==> src/rtl/rv_decode_stage.sv <==
// RV64I decode stage: combinational decode feeding an output register backed by
// a one-entry skid buffer, so fetch sees a registered ready and throughput is 1/cycle.
module rv_decode_stage #(
    parameter int XLEN = 64,
    parameter int OP_W = 5
) (
    input  logic            clk,
    input  logic            rst_n,
    input  logic            flush,
    input  logic            in_valid,
    output logic            in_ready,
    input  logic [31:0]     in_instr,
    input  logic [XLEN-1:0] in_pc,
    output logic            out_valid,
    input  logic            out_ready,
    output logic [OP_W-1:0] out_op,
    output logic [4:0]      out_rd,
    output logic [4:0]      out_rs1,
    output logic [4:0]      out_rs2,
    output logic [XLEN-1:0] out_imm,
    output logic            out_use_imm,
    output logic            out_use_pc,
    output logic            out_illegal,
    output logic [XLEN-1:0] out_pc
);

    typedef struct packed {
        logic [OP_W-1:0] op;
        logic [4:0]      rd;
        logic [4:0]      rs1;
        logic [4:0]      rs2;
        logic [XLEN-1:0] imm;
        logic            use_imm;
        logic            use_pc;
        logic            illegal;
        logic [XLEN-1:0] pc;
    } bundle_t;

    localparam logic [OP_W-1:0] OP_LUI = OP_W'(0),   OP_AUIPC = OP_W'(1),  OP_ADD = OP_W'(2),
                                OP_SUB = OP_W'(3),   OP_SLL = OP_W'(4),    OP_SLT = OP_W'(5),
                                OP_SLTU = OP_W'(6),  OP_XOR = OP_W'(7),    OP_SRL = OP_W'(8),
                                OP_SRA = OP_W'(9),   OP_OR = OP_W'(10),    OP_AND = OP_W'(11),
                                OP_FENCE = OP_W'(12), OP_FENCE_TSO = OP_W'(13), OP_PAUSE = OP_W'(14),
                                OP_ECALL = OP_W'(15), OP_EBREAK = OP_W'(16), OP_SLLI = OP_W'(17),
                                OP_SRLI = OP_W'(18), OP_SRAI = OP_W'(19),  OP_ADDIW = OP_W'(20),
                                OP_SLLIW = OP_W'(21), OP_SRLIW = OP_W'(22), OP_SRAIW = OP_W'(23),
                                OP_ADDW = OP_W'(24), OP_SUBW = OP_W'(25),  OP_SLLW = OP_W'(26),
                                OP_SRLW = OP_W'(27), OP_SRAW = OP_W'(28);

    bundle_t     dec_d;
    bundle_t     out_q, skid_q;
    logic        out_valid_q, skid_valid_q;
    logic        legal, alt;
    logic [6:0]  opc, f7;
    logic [2:0]  f3;
    logic        accept, out_load;

    assign opc = in_instr[6:0];
    assign f3  = in_instr[14:12];
    assign f7  = in_instr[31:25];
    assign alt = (f7 == 7'b0100000);

    always_comb begin
        dec_d    = '0;
        dec_d.pc = in_pc;
        legal    = 1'b1;
        unique case (opc)
            7'b0110011: begin
                dec_d.rd  = in_instr[11:7];
                dec_d.rs1 = in_instr[19:15];
                dec_d.rs2 = in_instr[24:20];
                // only ADD/SUB and SRL/SRA share a funct3 with an alternate funct7
                if (f7 != 7'b0 && !(alt && (f3 == 3'b000 || f3 == 3'b101))) legal = 1'b0;
                unique case (f3)
                    3'b000:  dec_d.op = alt ? OP_SUB : OP_ADD;
                    3'b001:  dec_d.op = OP_SLL;
                    3'b010:  dec_d.op = OP_SLT;
                    3'b011:  dec_d.op = OP_SLTU;
                    3'b100:  dec_d.op = OP_XOR;
                    3'b101:  dec_d.op = alt ? OP_SRA : OP_SRL;
                    3'b110:  dec_d.op = OP_OR;
                    default: dec_d.op = OP_AND;
                endcase
            end
            7'b0111011: begin
                dec_d.rd  = in_instr[11:7];
                dec_d.rs1 = in_instr[19:15];
                dec_d.rs2 = in_instr[24:20];
                if (f7 != 7'b0 && !(alt && (f3 == 3'b000 || f3 == 3'b101))) legal = 1'b0;
                unique case (f3)
                    3'b000:  dec_d.op = alt ? OP_SUBW : OP_ADDW;
                    3'b001:  dec_d.op = OP_SLLW;
                    3'b101:  dec_d.op = alt ? OP_SRAW : OP_SRLW;
                    default: legal = 1'b0;
                endcase
            end
            7'b0010011: begin
                dec_d.rd      = in_instr[11:7];
                dec_d.rs1     = in_instr[19:15];
                dec_d.use_imm = 1'b1;
                dec_d.imm     = {{(XLEN-12){in_instr[31]}}, in_instr[31:20]};
                unique case (f3)
                    3'b000:  dec_d.op = OP_ADD;
                    3'b010:  dec_d.op = OP_SLT;
                    3'b011:  dec_d.op = OP_SLTU;
                    3'b100:  dec_d.op = OP_XOR;
                    3'b110:  dec_d.op = OP_OR;
                    3'b111:  dec_d.op = OP_AND;
                    3'b001: begin
                        dec_d.op  = OP_SLLI;
                        dec_d.imm = {{(XLEN-6){1'b0}}, in_instr[25:20]};
                        if (in_instr[31:26] != 6'b0) legal = 1'b0;
                    end
                    default: begin
                        dec_d.op  = (in_instr[31:26] == 6'b010000) ? OP_SRAI : OP_SRLI;
                        dec_d.imm = {{(XLEN-6){1'b0}}, in_instr[25:20]};
                        if (in_instr[31:26] != 6'b0 && in_instr[31:26] != 6'b010000) legal = 1'b0;
                    end
                endcase
            end
            7'b0011011: begin
                dec_d.rd      = in_instr[11:7];
                dec_d.rs1     = in_instr[19:15];
                dec_d.use_imm = 1'b1;
                dec_d.imm     = {{(XLEN-5){1'b0}}, in_instr[24:20]};
                unique case (f3)
                    3'b000: begin
                        dec_d.op  = OP_ADDIW;
                        dec_d.imm = {{(XLEN-12){in_instr[31]}}, in_instr[31:20]};
                    end
                    3'b001: begin
                        dec_d.op = OP_SLLIW;
                        if (f7 != 7'b0) legal = 1'b0;
                    end
                    3'b101: begin
                        dec_d.op = alt ? OP_SRAIW : OP_SRLIW;
                        if (f7 != 7'b0 && !alt) legal = 1'b0;
                    end
                    default: legal = 1'b0;
                endcase
            end
            7'b0110111, 7'b0010111: begin
                dec_d.rd      = in_instr[11:7];
                dec_d.imm     = {{(XLEN-32){in_instr[31]}}, in_instr[31:12], 12'b0};
                dec_d.use_imm = 1'b1;
                dec_d.use_pc  = opc[5] ? 1'b0 : 1'b1;
                dec_d.op      = opc[5] ? OP_LUI : OP_AUIPC;
            end
            7'b0001111: begin
                dec_d.rd  = in_instr[11:7];
                dec_d.rs1 = in_instr[19:15];
                if (f3 != 3'b000)                   legal    = 1'b0;
                else if (in_instr == 32'h8330000F)  dec_d.op = OP_FENCE_TSO;
                else if (in_instr == 32'h0100000F)  dec_d.op = OP_PAUSE;
                else                                dec_d.op = OP_FENCE;
            end
            7'b1110011: begin
                if (in_instr == 32'h00000073)      dec_d.op = OP_ECALL;
                else if (in_instr == 32'h00100073) dec_d.op = OP_EBREAK;
                else                               legal    = 1'b0;
            end
            default: legal = 1'b0;
        endcase
        if (!legal) begin
            dec_d         = '0;
            dec_d.pc      = in_pc;
            dec_d.illegal = 1'b1;
        end
    end

    assign in_ready = !skid_valid_q;
    assign accept   = in_valid && in_ready;
    assign out_load = !out_valid_q || out_ready;

    // an accept never coincides with a full skid, so the skid branch never overwrites
    always_ff @(posedge clk) begin
        if (!rst_n) begin
            out_q        <= '0;
            skid_q       <= '0;
            out_valid_q  <= 1'b0;
            skid_valid_q <= 1'b0;
        end else if (flush) begin
            out_valid_q  <= 1'b0;
            skid_valid_q <= 1'b0;
        end else if (out_load) begin
            if (skid_valid_q) begin
                out_q        <= skid_q;
                out_valid_q  <= 1'b1;
                skid_valid_q <= 1'b0;
            end else if (accept) begin
                out_q       <= dec_d;
                out_valid_q <= 1'b1;
            end else begin
                out_valid_q <= 1'b0;
            end
        end else if (accept) begin
            skid_q       <= dec_d;
            skid_valid_q <= 1'b1;
        end
    end

    assign out_valid   = out_valid_q;
    assign out_op      = out_q.op;
    assign out_rd      = out_q.rd;
    assign out_rs1     = out_q.rs1;
    assign out_rs2     = out_q.rs2;
    assign out_imm     = out_q.imm;
    assign out_use_imm = out_q.use_imm;
    assign out_use_pc  = out_q.use_pc;
    assign out_illegal = out_q.illegal;
    assign out_pc      = out_q.pc;

endmodule

==> config.mk <==
export PLATFORM = sky130hd
export DESIGN_NAME = rv_decode_stage
export DESIGN_NICKNAME = d
export VERILOG_FILES = /design/src/rtl/rv_decode_stage.sv
export SDC_FILE = /design/constraint.sdc
export NUM_CORES = 1
export LEC_CHECK = 0
export CORE_UTILIZATION = 45
export DETAILED_ROUTE_END_ITERATION = 12
export PLACE_DENSITY_LB_ADDON = 0.08
export SLEW_MARGIN = 10
export SYNTH_ARGS = -nofsm -noshare
export SYNTH_HDL_FRONTEND = slang
export SYNTH_SLANG_ARGS = --single-unit
export TNS_END_PERCENT = 5
==> constraint.sdc <==
create_clock -name clk -period 2.6 [get_ports clk]
set_input_delay 0.52 -clock clk [delete_from_list [all_inputs] [get_ports clk]]
set_output_delay 0.52 -clock clk [all_outputs]
set_load 0.05 [all_outputs]
* Yosys cells after proc, flatten, opt, wreduce, memory -nomap -nowiden *
Cells that the tools add are included.

operators by class
  eq/ne operators = 22
  muxes and demuxes = 42
  bitwise operators = 3
  reductions and logical operators = 26

operator list
  kind                                                               number
  151-bit 2-to-1 mux                                                 3
  65-bit case mux with 3 select lines                                1
  64-bit 2-to-1 mux                                                  2
  5-bit case mux with 7 select lines                                 2
  5-bit 2-to-1 mux                                                   7
  32-bit by 21-bit == test with 1-bit output, second input constant  1
  32-bit by 25-bit == test with 1-bit output, second input constant  1
  32-bit == test, second input constant                              1
  32-bit by 7-bit == test with 1-bit output, second input constant   1
  5-bit case mux with 3 select lines                                 2
  7-bit by 6-bit == test with 1-bit output, second input constant    4
  4-bit case mux with 7 select lines                                 1
  7-bit by 5-bit == test with 1-bit output, second input constant    3
  1-bit 2-to-1 mux                                                   19
  3-bit == test, second input constant                               4
  7-bit by 4-bit == test with 1-bit output, second input constant    1
  7-bit == test, second input constant                               1
  1-bit case mux with 7 select lines                                 1
  7-bit nonzero test                                                 1
  7-bit OR reduction                                                 1
  3-bit by 2-bit == test with 1-bit output, second input constant    2
  6-bit by 5-bit == test with 1-bit output, second input constant    1
  6-bit by 5-bit != test with 1-bit output, second input constant    1
  3-bit AND reduction                                                2
  other kinds (17)                                                   30

storage, ports and cells
  flip-flop bits (word level) = 304
  bits of input ports = 101

* Depth between registers and ports, before layout *
  word-level depth = 11
  gate-level depth with buffers = 9
  mapped depth without buffers = 6

* Least setup slack after synthesis *
Ideal clock, no wire load.

  kind = input-to-reg
  start = in in_instr[27]
  end = reg out_q, in the netlist out_rd[3]
  setup time = 74 ps
  arrival = 2,214 ps
  slack = 312 ps
  stages on the path = 9
  cell sequence = or4_4 buf_6 o41ai_2 a31o_2 o41a_1 buf_6 buf_8 nand4_1 a31oi_1

on the way
  longest elaborated chain between the ends = 10

ends and longest elaborated chain
  element                                   line    text
  from (decl)                               12      input logic [31:0] in_instr,
  7-bit by 6-bit == test with 1-bit output  61      assign alt = (f7 == 7'b0100000);
  1-bit logical AND                         73, 89
  1-bit logical NOT                         73, 89
  1-bit logical AND                         73, 89
  1-bit 2-to-1 mux                          73, 89
  1-bit 2-to-1 mux                          90      unique case (f3)
  1-bit case mux with 7 select lines (*)    67      unique case (opc)
  151-bit 2-to-1 mux (*)                    164     if (!legal) begin
  151-bit 2-to-1 mux (*)                    190     end else if (accept) begin
  151-bit 2-to-1 mux (*)                    186     if (skid_valid_q) begin
  to (signal assigned)                      187     out_q <= skid_q;
  to (decl)                                 51      bundle_t out_q, skid_q;

Every way passes the cells marked *; elsewhere a longest branch is shown, timed or not. The select of a mux whose other input is x is not followed.
A chain may end at the register's enable or synchronous reset.

* Worst setup path in the final report *
  start = in in_instr[14]
  end = reg out_q, in the netlist out_rs1[4]

on the way
  longest elaborated chain between the ends = 11

ends and longest elaborated chain
  element                                             line
  3-bit == test or 3-bit logical NOT (tied branches)  -
  1-bit logical OR                                    73, 89
  1-bit logical AND                                   73, 89
  1-bit logical NOT                                   73, 89
  1-bit logical AND                                   73, 89
  1-bit 2-to-1 mux                                    73, 89
  1-bit 2-to-1 mux                                    90
  1-bit case mux with 7 select lines (*)              67
  151-bit 2-to-1 mux (*)                              164
  151-bit 2-to-1 mux (*)                              190
  151-bit 2-to-1 mux (*)                              186

Marks and branches as above.

==> results.py <==
metrics = {
    "die": {
        "ios": 254,
        "die_area_um2": 23800,
        "dieHeight_um": 154,
        "die_x_um": 154,
        "start_util_pct": 46.0,
        "std_cell_rows": 55,
        "core_area_um2": 22700,
    },
    "detailed_routing": {
        "met2_length_um": 13700,
        "avgRoutedWirePerCell_um": 16.8,
        "drt_wl_total_um": 30600,
        "vias_per_cell": 5.41,
        "wl_met3_um": 1890,
        "dr.pass1.iters": 5,
        "via_count": 9882,
        "drtAntennaViolNets": 0,
        "drtIter0Drc": 536,
        "top_layer_used": "met4",
        "drc": 0,
        "wl_met1_um": 14200,
    },
    "sta": {
        "hold_viol_final": 0,
        "post-route-min-period_ps": 2450,
        "slew_headroom_pct": 41.5,
        "grt_setup_unrepaired": "no",
        "worst-slew-pin-transition_ps": 877,
        "slew_viol_final": 0,
        "clock_skew_ps": 9.19,
        "setup_violations": 0,
        "timing.final.crit_share_pct": 94.2,
        "max_freq_mhz": 408,
    },
    "clocking": {
        "path_clk_slew_ps": 50,
        "clkSinkCount": 240,
        "cts_max_level": 1,
        "cts_tree": "yes",
        "clockRootBuffer": "clkbuf_16",
        "post_cts_resized": 0,
        "cts.path.max_buffers": 3,
        "postCtsSetupBuffers": 0,
        "ctsHoldBuffers": 0,
        "cts_buffers": 27,
        "clk_latency_ps": 520,
    },
    "yosys": {
        "yosys_warnings": 0,
        "syn_nets": 1379,
        "ys_async_sr_fraction_pct": 0,
        "synth_cells": 1278,
        "yosysUniqueCellTypes": 60,
        "ys_top_cells_by_count": "240 x dfxtp_1, 231 x nand2_1, 135 x a21oi_1",
        "yosys.cell_count.top_type": "dfxtp_1",
        "synth_area_leaders": "dfxtp_1 46%, nand2_1 8.3%, a21oi_1 6.5%",
        "synth.avg_cell_area_um2": 8.18,
        "ys_seq_area_share_pct": 46.0,
        "ys_seq_elements": 240,
        "synth_edf_count": 0,
        "yosysTopAreaCell": "dfxtp_1",
        "synth.top_cell.area_share_pct": 46.0,
        "synthFlopType": "dfxtp_1",
        "netlist_area_um2": 10500,
    },
    "pwr": {
        "power_density_nw_per_um2": 611,
        "pwr-share-comb_pct": 16.2,
        "power_uw": 8840,
        "p_switching_uw": 2350,
        "p_int_uw": 6490,
        "pwr-share-clk_pct": 40.3,
        "pwr-share-seq_pct": 43.5,
        "cellLeakagePower_uw": 0.00495,
        "p_sw_share_pct": 26.6,
        "vdd_drop_max_v": 0.000626,
    },
    "worst_setup_path": {
        "endpoint_kind": "flop",
        "start_kind": "input port",
        "arrival_ps": 2890,
        "crit_start": "in_instr[14]",
        "worstReg2RegStart": "out_valid",
        "worst_ep_required_time_ps": 3040,
        "crit_path_max_fanout": 26,
        "crit_type": "in2reg",
        "worst-r2r-cell-count": 5,
    },
    "place": {
        "dp_hpwl_um": 20600,
        "place_area_um2": 13600,
        "place.gp.congestion": 0.861,
        "io_buffers": 253,
    },
    "final_layout": {
        "antenna_cells": 0,
        "nFillCells": 2012,
        "regArea_um2": 4810,
        "area_delta_synth_final_pct": 38.4,
        "postLayoutCellArea_um2": 14500,
        "drive_gt1_share_pct": 13.2,
        "multi_input_area_um2": 4920,
        "fin_util_pct": 63.7,
        "nNetsFinal": 1625,
    },
    "grt": {
        "grt_pass1_vias": 9148,
        "grt_max_degree": 94,
        "antenna_found_initial": 0,
        "overflow": 0,
        "grt_pass1_wl_um": 48600,
        "track_usage_pct": 25.1,
    },
    "flow_run": {
        "drv_cap": 0,
    },
    "min_path": {
        "min_path_cells": 2,
        "min-delay-start": "out_imm[14]",
        "hold_path.class": "reg2reg",
    },
    "run_status": {
        "outcome": "completed",
    },
}
critical path, stage by stage:
cell and delay (ps):
clkdlybuf4s50_1 510, nor3_1 520, nand3_1 220, nor4_1 320
buf_4 170, o41a_1 170, buf_12 190, nand4_1 110
a31oi_1 160
power groups by stage:
stage,registers [uW],clock network (uW),logic [uW]
2_1_floorplan,4250,0,496
3_3_place_gp,3920,0,1420
3_5_place_dp,3920,0,1430
4_1_cts,3840,3650,1440
5_1_grt,3850,3810,1520
6_report,3840,3560,1430
worst paths after layout:
check,endpoint,slack [ps]
min,out_imm[14],450
min reg2reg,out_imm[14],450
max,out_rs1[4],150
max reg2reg,out_rs1[1],730
layer usage:
| layer | up-vias | GRT usage (%) |
|---|---|---|
| li1 | 4975 | - |
| met1 | 4572 | 35.2 |
| met5 | - | 0 |
| met2 | 291 | 39.5 |
| met4 | 0 | 7.64 |
| met3 | 44 | 4.20 |
metrics by stage:
stage	hold WS (ps)	setup TNS, ps	cells	worst slack, ps
3_5_place_dp	443	-17800	1780	-330
5_1_grt	467	0	1827	2.84
3_3_place_gp	438	-14830	1780	-297
4_1_cts	451	0	1827	199
6_report	449	0	1827	151
2_1_floorplan	432	0	1278	312
layout by cell type, fill, tap and decap left out, types with 7 or more instances in the layout:
| master | n |
|---|---|
| dfxtp_1 | 239 |
| nand2_1 | 231 |
| clkdlybuf4s50_1 | 219 |
| a21oi_1 | 135 |
| buf_4 | 129 |
| nor2_1 | 121 |
| a211oi_1 | 83 |
| mux2i_1 | 64 |
| nand3_1 | 43 |
| o21ai_0 | 41 |
| a22oi_1 | 27 |
| clkbuf_16 | 27 |
| nand4_1 | 22 |
| buf_12 | 18 |
| nor3_1 | 12 |
| a31oi_1 | 12 |
| clkbuf_1 | 11 |
| o21ai_1 | 7 |
flip-flops by register name, summed over array words and instances, names as in the netlist, 5 cells and up:
register,cells
out_rs1,5
skid_q,119
out_op,5
out_imm,32
out_rd,5
out_pc,64
out_rs2,5
final cells by class:
class / instances / share of cell area (%)
repair buffers: 366 / 24.3
well taps: 285 / 2.47
clock inverters: 4 / 0.329
multi-input cells: 884 / 34.0
flip-flops and latches: 240 / 33.3
clock buffers: 43 / 5.43
inverters: 5 / 0.164
cells by family after synthesis:
family / Yosys count / synth area share [%]
flops: 240 / 46.0
xor+xnor: 1 / 0.0838
compound gates: 343 / 20.6
mux: 64 / 6.13
buf+inv: 154 / 7.31
simple gates: 476 / 19.9
Note: power is estimated with default switching activity, not from simulation.
